**src/rtl/rupt_pkg.sv**
```systemverilog
// Shared types, source indices and vector arithmetic for the RUPT scheduler.
// Optional build macro: RUPT_LOCK_EN (service watchdog in rupt_ctrl).
package rupt_pkg;

  localparam int N_RUPT_DEFAULT = 10;

  typedef enum logic [1:0] {
    IDLE,
    TAKE,
    SERVICE,
    RETURN
  } rupt_state_t;

  // Source indices; lower index means higher priority.
  localparam int T6RUPT    = 0;
  localparam int T5RUPT    = 1;
  localparam int T3RUPT    = 2;
  localparam int T4RUPT    = 3;
  localparam int KEYRUPT1  = 4;
  localparam int KEYRUPT2  = 5;
  localparam int UPRUPT    = 6;
  localparam int DOWNRUPT  = 7;
  localparam int RADARRUPT = 8;
  localparam int HANDRUPT  = 9;

  // Vector address of a source, wrapped to the 12-bit address space.
  function automatic logic [11:0] rupt_vector(input logic [11:0] base,
                                              input int          stride,
                                              input int          idx);
    return base + 12'(stride * idx);
  endfunction

endpackage

```
**src/rtl/rupt_prio_enc.sv**
```systemverilog
// Fixed-priority encoder: the lowest set request bit wins.
module rupt_prio_enc #(
  parameter int N  = 10,
  parameter int IW = (N > 1) ? $clog2(N) : 1
) (
  input  logic [N-1:0]  req,
  output logic          valid,
  output logic [IW-1:0] idx,
  output logic [N-1:0]  onehot
);

  // Scan from the top down so the lowest set bit is the last one written.
  always_comb begin
    valid  = |req;
    idx    = '0;
    onehot = '0;
    for (int i = N - 1; i >= 0; i--) begin
      if (req[i]) begin
        idx       = IW'(i);
        onehot    = '0;
        onehot[i] = 1'b1;
      end
    end
  end

endmodule

```
**src/rtl/rupt_ctrl.sv**
```systemverilog
// RUPT scheduler: latches request edges, takes the highest-priority one at a
// safe boundary and sequences flush/redirect on entry and RESUME. Macro: RUPT_LOCK_EN.
module rupt_ctrl
  import rupt_pkg::*;
#(
  parameter int          N_RUPT           = N_RUPT_DEFAULT,
  parameter logic [11:0] VEC_BASE         = 12'o4000,
  parameter int          VEC_STRIDE       = 4,
  parameter int          RUPT_LOCK_CYCLES = 1024
) (
  input  logic              clock,
  input  logic              rst,
  input  logic [N_RUPT-1:0] rupt_req,
  input  logic              instr_valid,
  input  logic              extend_pend,
  input  logic              index_pend,
  input  logic              ovf_a,
  input  logic              inhint,
  input  logic              relint,
  input  logic              resume,
  input  logic [11:0]       pc_next,
  output logic              flush,
  output logic              redirect_en,
  output logic [11:0]       redirect_pc,
  output logic              in_isr,
  output logic [N_RUPT-1:0] pending,
  output logic [N_RUPT-1:0] ack,
  output logic              rupt_lock,
  output rupt_state_t       state_dbg
);

  localparam int IW = (N_RUPT > 1) ? $clog2(N_RUPT) : 1;

  // Handshake-free block: every input is a level or a single-cycle pulse
  // sampled on the rising clock; ack/flush/redirect are same-cycle strobes.

  rupt_state_t       state, state_nxt;
  logic [N_RUPT-1:0] req_q;
  logic [N_RUPT-1:0] pend_q;
  logic [N_RUPT-1:0] rise;
  logic [N_RUPT-1:0] pend_clr;
  logic              inhibit_q;
  logic [11:0]       saved_pc_q;
  logic              prio_valid;
  logic [IW-1:0]     prio_idx;
  logic [N_RUPT-1:0] prio_onehot;
  logic              take_ok;
  logic              force_ret;

  rupt_prio_enc #(.N(N_RUPT), .IW(IW)) u_prio (
    .req    (pend_q),
    .valid  (prio_valid),
    .idx    (prio_idx),
    .onehot (prio_onehot)
  );

  assign rise    = rupt_req & ~req_q;
  assign take_ok = (state == IDLE) & instr_valid & prio_valid & ~inhibit_q
                 & ~extend_pend & ~index_pend & ~ovf_a;

  // A new edge on the same bit being acked this cycle stays pending.
  always_ff @(posedge clock) begin
    if (rst) begin
      req_q      <= '0;
      pend_q     <= '0;
      inhibit_q  <= 1'b0;
      saved_pc_q <= '0;
      state      <= IDLE;
    end else begin
      req_q  <= rupt_req;
      pend_q <= (pend_q & ~pend_clr) | rise;
      if (inhint) begin
        inhibit_q <= 1'b1;
      end else if (relint) begin
        inhibit_q <= 1'b0;
      end
      if (take_ok) begin
        saved_pc_q <= pc_next;
      end
      state <= state_nxt;
    end
  end

  always_comb begin
    state_nxt   = state;
    flush       = 1'b0;
    redirect_en = 1'b0;
    redirect_pc = '0;
    in_isr      = 1'b0;
    ack         = '0;
    pend_clr    = '0;
    case (state)
      IDLE: begin
        if (take_ok) begin
          state_nxt   = TAKE;
          flush       = 1'b1;
          redirect_en = 1'b1;
          redirect_pc = rupt_vector(VEC_BASE, VEC_STRIDE, int'(prio_idx));
          ack         = prio_onehot;
          pend_clr    = prio_onehot;
        end
      end
      TAKE: begin
        in_isr    = 1'b1;
        state_nxt = SERVICE;
      end
      SERVICE: begin
        in_isr = 1'b1;
        if (resume || force_ret) begin
          state_nxt = RETURN;
        end
      end
      RETURN: begin
        in_isr      = 1'b1;
        flush       = 1'b1;
        redirect_en = 1'b1;
        redirect_pc = saved_pc_q;
        state_nxt   = IDLE;
      end
      default: state_nxt = IDLE;
    endcase
  end

`ifdef RUPT_LOCK_EN
  localparam int CW = (RUPT_LOCK_CYCLES > 2) ? $clog2(RUPT_LOCK_CYCLES) : 1;

  logic [CW-1:0] lock_cnt;
  logic          lock_q;

  // Counter restarts on every entry so each ISR gets the full budget.
  always_ff @(posedge clock) begin
    if (rst) begin
      lock_cnt <= '0;
      lock_q   <= 1'b0;
    end else begin
      if (state_nxt == TAKE) begin
        lock_cnt <= '0;
      end else if (state == SERVICE) begin
        lock_cnt <= lock_cnt + 1'b1;
      end
      lock_q <= force_ret;
    end
  end

  assign force_ret = (state == SERVICE) & ~resume
                   & (lock_cnt == CW'(RUPT_LOCK_CYCLES - 1));
  assign rupt_lock = lock_q;
`else
  localparam int unused_lock_cycles = RUPT_LOCK_CYCLES;

  assign force_ret = 1'b0;
  assign rupt_lock = 1'b0;
`endif

  assign pending   = pend_q;
  assign state_dbg = state;

endmodule

```
**config.mk**
```make
export PLATFORM = sky130hd
export DESIGN_NAME = rupt_ctrl
export DESIGN_NICKNAME = d
export VERILOG_FILES = /design/src/rtl/rupt_pkg.sv /design/src/rtl/rupt_prio_enc.sv /design/src/rtl/rupt_ctrl.sv
export SDC_FILE = /design/constraint.sdc
export NUM_CORES = 1
export LEC_CHECK = 0
export BUFFER_PORTS_ARGS = -buffer_cell sky130_fd_sc_hd__buf_4
export CORE_MARGIN = 2
export CORE_UTILIZATION = 51
export CTS_BUF_LIST = sky130_fd_sc_hd__clkbuf_16
export DETAILED_ROUTE_END_ITERATION = 7
export GPL_ROUTABILITY_DRIVEN = 0
export GPL_TIMING_DRIVEN = 0
export PLACE_DENSITY = 0.84
export SLEW_MARGIN = 10
export SYNTH_ARGS = -nofsm -noshare
export SYNTH_HDL_FRONTEND = slang
export SYNTH_SLANG_ARGS = --single-unit
```
**constraint.sdc**
```tcl
create_clock -name clock -period 7.3 [get_ports clock]
set_clock_uncertainty 0.2 [all_clocks]
set_input_delay 1.825 -clock clock [delete_from_list [all_inputs] [get_ports clock]]
set_output_delay 1.825 -clock clock [all_outputs]
set_load 0.03 [all_outputs]
```
# Word level (Yosys, flattened, before mapping)
# Cells that the tools add are included.
dict set report classes {
  n_eq_ne 5
  n_addsub 1
  n_bitwise 15
  n_reduce_logical 5
  muxes 32
}
# operator count
set op_table {}
lappend op_table {{2-to-1 mux 10 bit} 12}
lappend op_table {{2-to-1 mux 4 bit} 10}
lappend op_table {{case mux 12 bit (2 select lines)} 1}
lappend op_table {{AND 10 bit} 2}
lappend op_table {{inverter 10 bit} 2}
lappend op_table {{adder 12 x 6 -> 12 bit (first input constant)} 1}
lappend op_table {{2-to-1 mux 12 bit} 1}
lappend op_table {{bitwise OR 10 bit} 1}
lappend op_table {{OR reduction 10 bit} 1}
lappend op_table {{case mux 2 bit (4 select lines)} 1}
lappend op_table {{AND 1 bit} 6}
lappend op_table {{equality test 2 bit (second input constant)} 2}
lappend op_table {{2-to-1 mux 1 bit} 4}
lappend op_table {{2-to-1 mux 2 bit} 2}
lappend op_table {{!= test 2 bit (second input constant)} 2}
lappend op_table {{inverter 1 bit} 4}
lappend op_table {{OR reduction 3 bit} 1}
lappend op_table {{equality test 2 x 1 -> 1 bit (second input constant)} 1}
lappend op_table {{zero test 2 bit} 1}
lappend op_table {{case mux 1 bit (2 select lines)} 1}
lappend op_table {{AND reduction 2 bit} 1}
lappend op_table {{nonzero test 2 bit} 1}
dict set report totals {
  in_bits 31
  regBits 35
  output_inout_bits 38
  elab_cells 63
}

# Longest topological paths before layout
# Gate-level depths: netlist (run 1).
dict set report depth {
  word_depth 15
  depth_mapped 9
}

# Cells and area by module
# A second synthesis (run 1) with hierarchy kept.
dict set report hier_totals {
  cells_unflattened 204
  hier_area_um2 1773.0
}
# mod area_each_um2 n_inst seq_area_each_um2 cells_each
set modules_own_cells {}
lappend modules_own_cells {rupt_ctrl 1586.5 1 700.7 174}
lappend modules_own_cells {rupt_prio_enc 186.4 1 0.0 30}

# Worst setup path after synthesis (run 1)
# No wires, ideal clock.
dict set report synth_timing {
  kind {input port to output port}
  start {input port extend_pend}
  end {output port redirect_pc[2]}
  cell_stages 4
  required_ns 5.275
  arrival_time_ns 3.703
  slack_ns 1.572
  path_cell_list {nor4b_1 nor3b_2 o21ai_4 o41ai_1}
}
dict set report synth_via {
  elab_chain_cells 6
}
# element line_no
set synth_lines {}
lappend synth_lines {{start: declaration} rupt_ctrl.sv:15} ;# input logic extend_pend,
lappend synth_lines {{inverter 1 bit} rupt_ctrl.sv:59} ;# & ~extend_pend & ~index_pend & ~ovf_a;
lappend synth_lines {{AND 1 bit (3 in a row)} rupt_ctrl.sv:59}
lappend synth_lines {{2-to-1 mux 12 bit} rupt_ctrl.sv:94} ;# if (take_ok) begin
lappend synth_lines {{case mux 12 bit (2 select lines)} rupt_ctrl.sv:92} ;# case (state)
lappend synth_lines {{end: declaration} rupt_ctrl.sv:24} ;# output logic [11:0] redirect_pc,
# Every way passes these cells.

# Worst setup path in the final report (run 1)
dict set report layout_timing {
  start {input port extend_pend}
  end {output port redirect_en}
}
dict set report layout_via {
  elab_chain_cells 6
}
# element line_no
set layout_lines {}
lappend layout_lines {{inverter 1 bit} rupt_ctrl.sv:59}
lappend layout_lines {{AND 1 bit (3 in a row)} rupt_ctrl.sv:59}
lappend layout_lines {{2-to-1 mux 1 bit} rupt_ctrl.sv:94}
lappend layout_lines {{case mux 1 bit (2 select lines)} rupt_ctrl.sv:92}
lappend layout_lines {{end: declaration} rupt_ctrl.sv:23} ;# output logic redirect_en,
# Every way passes these cells.

==> results of run 1 <==
## cells in the mapped netlist (all sizes together) (2+ instances only)
| cell type | number | share of area |
|---|---|---|
| a21oi | 26 | 0.10 |
| a32oi | 2 | 0.011 |
| and2 | 9 | 0.035 |
| buf | 5 | 0.030 |
| clkbuf | 5 | 0.012 |
| dfxtp | 35 | 0.43 |
| ha | 3 | 0.023 |
| inv | 9 | 0.021 |
| nand2 | 28 | 0.064 |
| nand2b | 8 | 0.031 |
| nand3b | 2 | 0.0092 |
| nor2 | 19 | 0.044 |
| nor2b | 14 | 0.054 |
| nor3 | 2 | 0.0061 |
| nor3b | 4 | 0.021 |
| o21a | 2 | 0.0092 |
| o21ai | 6 | 0.025 |
| o41ai | 2 | 0.011 |
| or3 | 2 | 0.012 |
## final timing paths
check	from	end	cells after the start
setup / recovery	extend_pend	redirect_en	9
hold / removal	req_q[6]	pending[6]	1
setup reg to reg	pending[4]	saved_pc_q[6]	7
hold reg to reg	req_q[6]	pending[6]	1
## cell families (layout without fill, tap and decap cells)
group                    Yosys count  after routing  share of synthesized area
AND/OR/NAND/NOR                   93             93                      0.300
AO/OA/AOI/OAI                     42             42                      0.177
flip-flops                        35             35                      0.430
buffers and inverters             19             91                     0.0622
adder cells (fa/ha/maj)            3              3                     0.0230
other                              1              1                    0.00230
multiplexers                       1              1                    0.00614
## metal layers
| layer | track usage | part of all wire | up-vias |
|---|---|---|---|
| li1 | - | - | 784 |
| met1 | 0.282 | 0.43 | 760 |
| met2 | 0.385 | 0.50 | 58 |
| met3 | 0.0618 | 0.059 | 5 |
| met4 | 0.0776 | 0.011 | 0 |
| met5 | 0 | 0 | - |
## worst reg2reg max path, stage by stage (launching register included)
cell,delay (ns)
dfxtp_1,0.31
buf_6,0.13
or4_4,0.49
or3_4,0.37
o21a_1,0.26
buf_6,0.17
nand2_1,0.11
a21oi_2,0.06
## cell type report
class | count | area, um^2
Buffer | 10 | 67.6
Clock buffer | 5 | 125
Clock inverter | 1 | 3.75
Fill cell | 260 | 743
Inverter | 9 | 33.8
Multi-Input combinational cell | 140 | 828
Sequential cell | 35 | 701
Tap cell | 44 | 55.1
Timing Repair Buffer | 66 | 495
## power by group through the flow
| stage | Combinational [uW] | Clock (uW) | Sequential [uW] |
|---|---|---|---|
| 5_1_grt | 120 | 202 | 217 |
| 2_1_floorplan | 57.6 | 0 | 230 |
| 3_3_place_gp | 109 | 0 | 218 |
| 4_1_cts | 112 | 191 | 215 |
| 3_5_place_dp | 112 | 0 | 219 |
| 6_report | 112 | 188 | 215 |
## metrics by stage
stage | hold slack (ns) | utilization
global placement | 0.234 | 0.714
CTS | 0.243 | 0.757
global route | 0.269 | 0.757
floorplan | 0.212 | -
detailed placement | 0.236 | 0.714
finish | 0.235 | 0.757
## sequential cells by signal (all words and copies together), names as in the netlist
| register | flops |
|---|---|
| saved_pc_q | 12 |
| pending | 10 |
| req_q | 10 |
| state_dbg | 2 |
| inhibit_q | 1 |
==> flow_summary.json, run 1 <==
{
  "antennaDiodeCount": 0,
  "cap_violations": 0,
  "first_global_vias": 1397,
  "synth_edf_count": 0,
  "grt_max_degree": 11,
  "mostFrequentLayoutCells": "buf_4, dfxtp_1, nand2_1",
  "ant_nets": 0,
  "io_buffers": 66,
  "cts-htree-levels": 2,
  "cts_sinks": 35,
  "tightest_slew_ns": 0.585,
  "initial_core_util": 0.534,
  "power.internal_uw": 372,
  "grt_pass1_wl_um": 6150,
  "fmax_ghz": 0.170,
  "pwr-share-seq": 0.418,
  "synth_cells": 194,
  "postCtsSetupBuffers": 0,
  "ys_seq_elements": 35,
  "cts.clk_slew.worst_paths_ns": 0.05,
  "path_common_cell": "buf_4",
  "cts-hold-fix-buffers": 0,
  "critPathTopFamily": "simple AND/OR/NAND/NOR gates",
  "critPathMaxFanout": 10,
  "p_sw_uw": 144,
  "yosysWarnings": 0,
  "fin_nets": 301,
  "syn_nets": 228,
  "avgViaCountPerCell": 5.18,
  "critPathBufInv": 4,
  "dp_cells": 304,
  "hold_violations": 0,
  "reg2reg_slack_ns": 5.05,
  "final_max_slew_viol_count": 0,
  "layout_min_cycle_time_ns": 5.87,
  "max_slew_margin": 0.610,
  "dieArea_um2": 3670,
  "totalPowerFinal_uw": 515,
  "dp_worst_setup_slack_ns": 1.51,
  "cp-start-kind": "input pin",
  "p_per_area_nw_per_um2": 223,
  "outcome": "complete, no violations",
  "dr.pass1.iters": 5,
  "overflow": 0,
  "cts_tree": "built",
  "syn_to_final_growth_pct": 41.7,
  "postSynth.asyncResetShare": 0,
  "syn_avg_cell_area_um2": 8.40,
  "pwr-share-comb": 0.218,
  "die_height_um": 60.5,
  "setup.worst_path.end_class": "primary output",
  "fp-row-count": 20,
  "dieWidth_um": 60.5,
  "ios": 69,
  "finalSetupViolCount": 0,
  "fin_crit_sh": 0.804,
  "hold_class": "reg2reg",
  "crit_arrival_ns": 3.84,
  "drt_wl_total_um": 3970,
  "syn_area_um2": 1630,
  "clockPowerShare": 0.365,
  "wl_per_cell_um": 12.8,
  "route.detailed.drc": 0,
  "grt_setup_unrepaired": "no",
  "criticalPathCategory": "in2out",
  "slowest_stage": "nor3b_2",
  "ys.flop_type": "dfxtp_1",
  "crit_chain": "buf_4 > nor4b_1 > nor3b_2 > o21a_1 > buf_6 > nor2_1 > nor2_1 > buf_4 > buf_4",
  "ys_seq_area_frac": 0.430,
  "drive_above_1_share": 0.338,
  "worst_slack_ns": 1.43,
  "stdcell_count": 310,
  "post_cts_resize_count": 0,
  "cts_buffer_depth": 2,
  "drtIter0Drc": 93,
  "cts-root-buf": "clkbuf_16",
  "core_area_um2": 3050,
  "critical_path.max_stage_delay_ns": 0.50,
  "antenna_found_initial": 0,
  "netSwitchingFraction": 0.279,
  "p_leak_uw": 0.00101,
  "num_vias": 1607,
  "dp_hpwl_um": 2910,
  "synth.distinct_cells": 35,
  "irDropWorstVdd_uv": 144,
  "clock_latency_ns": 0.27,
  "final_common_cell": "buf_4",
  "cp.required_ns": 5.28,
  "setup_tns_ns": 0,
  "place_area_um2": 2180,
  "grt_usage": 0.228,
  "numCtsBuffers": 5,
  "stdcell_area_um2": 2310
}
Note: power is estimated with default switching activity, not from simulation.
==> inputs of run 2 (changes only) <==
--- a/config.mk
+++ b/config.mk
@@ -5,14 +5,15 @@
 export SDC_FILE = /design/constraint.sdc
 export NUM_CORES = 1
 export LEC_CHECK = 0
+export ABC_AREA = 1
 export BUFFER_PORTS_ARGS = -buffer_cell sky130_fd_sc_hd__buf_4
 export CORE_MARGIN = 2
-export CORE_UTILIZATION = 51
+export CORE_UTILIZATION = 47
 export CTS_BUF_LIST = sky130_fd_sc_hd__clkbuf_16
 export DETAILED_ROUTE_END_ITERATION = 7
 export GPL_ROUTABILITY_DRIVEN = 0
 export GPL_TIMING_DRIVEN = 0
-export PLACE_DENSITY = 0.84
+export PLACE_DENSITY = 0.78
 export SLEW_MARGIN = 10
 export SYNTH_ARGS = -nofsm -noshare
 export SYNTH_HDL_FRONTEND = slang
==> constraint.sdc (replaced) <==
create_clock -name clock -period 6.02 [get_ports clock]
set_clock_uncertainty 0.2 [all_clocks]
set_input_delay 1.505 -clock clock [delete_from_list [all_inputs] [get_ports clock]]
set_output_delay 1.505 -clock clock [all_outputs]
set_load 0.03 [all_outputs]
==> run 2 against run 1 <==
Compared with the run above: worst hold slack got worse by 0.0070 ns; combinational power increased by 62%; utilization shrank 5.6 points; sequential power is 24% higher; synthesized area down 0.61%; highest routed layer unchanged; sequential share of layout area fell by 0.11 points.
==> flow_summary.json, run 2 <==
{
  "critical_path.max_stage_delay_ns": 0.18,
  "numCtsBuffers": 5,
  "ant_nets": 0,
  "ys.flop_type": "dfxtp_1",
  "largest_register_ffs": 12,
  "ys_seq_elements": 35,
  "cap_violations": 0,
  "setup.worst_path.end_class": "primary output",
  "num_vias": 1651,
  "p_per_area_nw_per_um2": 296,
  "cts_sinks": 35,
  "crit_chain": "buf_4 > nor2_1 > nand3b_1 > nor2_2 > nand2_2 > buf_6 > nor2_8 > nand2_1 > a21oi_1 > buf_4",
  "p_leak_uw": 0.00125,
  "ys_seq_area_frac": 0.432,
  "cp.required_ns": 4.32,
  "cts.clk_slew.worst_paths_ns": 0.05,
  "first_global_vias": 1559,
  "final_common_cell": "buf_4",
  "finalSetupViolCount": 0,
  "yosysWarnings": 0,
  "hold_violations": 0,
  "worstReg2RegStart": "state_dbg[0]",
  "yosys-top-cells-count": "nor2_1, nand2_1, inv_1",
  "postCtsSetupBuffers": 0,
  "synth.most_common_cell": "nor2_1",
  "post_cts_resize_count": 0,
  "synth_area_leader_cell": "dfxtp_1",
  "fp-row-count": 21,
  "antennaDiodeCount": 0,
  "path_common_cell": "buf_4",
  "drive_above_1_share": 0.284,
  "io_buffers": 67,
  "irDropWorstVdd_uv": 187,
  "dp_worst_setup_slack_ns": 1.64,
  "mostFrequentLayoutCells": "buf_4, nor2_1, nand2_1",
  "drt_wl_total_um": 3800,
  "synth.distinct_cells": 26,
  "dieArea_um2": 3930,
  "final_max_slew_viol_count": 0,
  "worst_slack_ns": 1.66,
  "crit_arrival_ns": 2.66,
  "grt_max_degree": 11,
  "syn_to_final_growth_pct": 43.1,
  "cts-hold-fix-buffers": 0,
  "critPathMaxFanout": 10,
  "syn_avg_cell_area_um2": 6.81,
  "syn_nets": 272,
  "grt_usage": 0.208,
  "netlist_top_cells_area": "dfxtp_1, nor2_1, nand2_1",
  "grt_pass1_wl_um": 6530,
  "reg2reg_slack_ns": 4.08,
  "overflow": 0,
  "dr.pass1.iters": 4,
  "r2r_cells": 11,
  "cts_tree": "built",
  "cp-start-kind": "input pin",
  "cts_buffer_depth": 2,
  "drtIter0Drc": 74,
  "core_area_um2": 3310,
  "wl_per_cell_um": 10.6,
  "synth_cells": 238,
  "dp_hpwl_um": 2920,
  "route.detailed.drc": 0,
  "hold_path_startpoint": "req_q[2]",
  "antenna_found_initial": 0,
  "top_register": "saved_pc_q",
  "fin_crit_sh": 0.724,
  "fin_nets": 346,
  "endpoint": "redirect_pc[3]",
  "criticalPathCategory": "in2out",
  "yosys.area.top_type_share": 0.432,
  "ios": 69,
  "crit_start": "index_pend",
  "initial_core_util": 0.489,
  "avgViaCountPerCell": 4.60,
  "outcome": "complete, no violations",
  "syn_area_um2": 1620,
  "slowest_stage": "buf_4",
  "dieWidth_um": 62.7,
  "hold_class": "reg2reg",
  "die_height_um": 62.7,
  "cts-root-buf": "clkbuf_16",
  "postSynth.asyncResetShare": 0,
  "r2r_end": "pending[5]",
  "setup_tns_ns": 0,
  "layout_min_cycle_time_ns": 4.36,
  "grt_setup_unrepaired": "no",
  "cts-htree-levels": 2,
  "clock_latency_ns": 0.27,
  "synth_edf_count": 0,
  "fmax_ghz": 0.229
}
==> run 2: cell types whose count changed after synthesis, moves of 9 or more <==
| cell | before | now |
|---|---|---|
| nor2_1 | 19 | 52 |
| inv_1 | 9 | 40 |
| nand2_1 | 28 | 45 |
| nor2b_1 | 14 | 0 |
| a21oi_1 | 17 | 8 |
| a21oi_2 | 9 | 0 |
| and2_1 | 9 | 0 |
==> run 2: worst min path at each step <==
| stage | to | slack, ns | depth (start not counted) |
|---|---|---|---|
| 3_3_place_gp | pending[8] | 0.20 | 1 |
| 5_1_grt | pending[2] | 0.24 | 1 |
| 4_1_cts | pending[2] | 0.23 | 1 |
| 6_report | pending[2] | 0.23 | 1 |
| 3_5_place_dp | pending[1] | 0.22 | 1 |
| 2_1_floorplan | pending[8] | 0.20 | 1 |
==> run 2: final cells by class <==
cell class | count | area (um^2)
buffer | 9 | 53.8
multi-input combinational | 151 | 704
fill | 312 | 992
tap | 46 | 57.6
clock buffer | 5 | 125
inverter | 43 | 161
clock inverter | 3 | 12.5
sequential | 35 | 701
timing repair buffer | 67 | 503
==> run 2: cell families (layout without fill, tap and decap cells) <==
family	after synthesis	count (layout)	share of synthesized area
AO/OA/AOI/OAI	29	29	0.0965
other	1	1	0.00231
flip-flops	35	35	0.432
AND/OR/NAND/NOR	118	118	0.313
adder cells (fa/ha/maj)	3	3	0.0232
buffers and inverters	52	127	0.133
==> run 2: per-layer routing <==
metal / global-route usage / vias to the layer above / share of wire
met5: 0 / - / 0
met4: 0.0583 / 0 / 0.0076
met3: 0.0703 / 4 / 0.063
met2: 0.366 / 52 / 0.50
met1: 0.238 / 733 / 0.43
li1: - / 862 / -
==> run 2: report_power, final <==
group | internal (uW) | switching [uW] | total [uW]
combinational | 71.1 | 110 | 181
sequential | 251 | 16.1 | 267
clock | 149 | 88.2 | 237
total | 472 | 215 | 686
==> run 2: per-stage QoR <==
step / instance area [um^2] / std cells / hold slack, ns / util / power, uW
final: 2320 / 359 / 0.228 / 0.700 / 686
after global routing: 2320 / 359 / 0.238 / 0.700 / 724
after CTS: 2320 / 359 / 0.228 / 0.700 / 690
after detailed placement: 2180 / 351 / 0.220 / 0.659 / 454
after global placement: 2180 / 351 / 0.203 / 0.659 / 451
after floorplan: 1620 / 238 / 0.200 / - / 391
==> run 2: critical path: cells and delay by family <==
family	cells	cell delay, ns
AOI/OAI and AO/OA	1	0.13
buffers and inverters	3	0.45
and+or+nand+nor	6	0.57
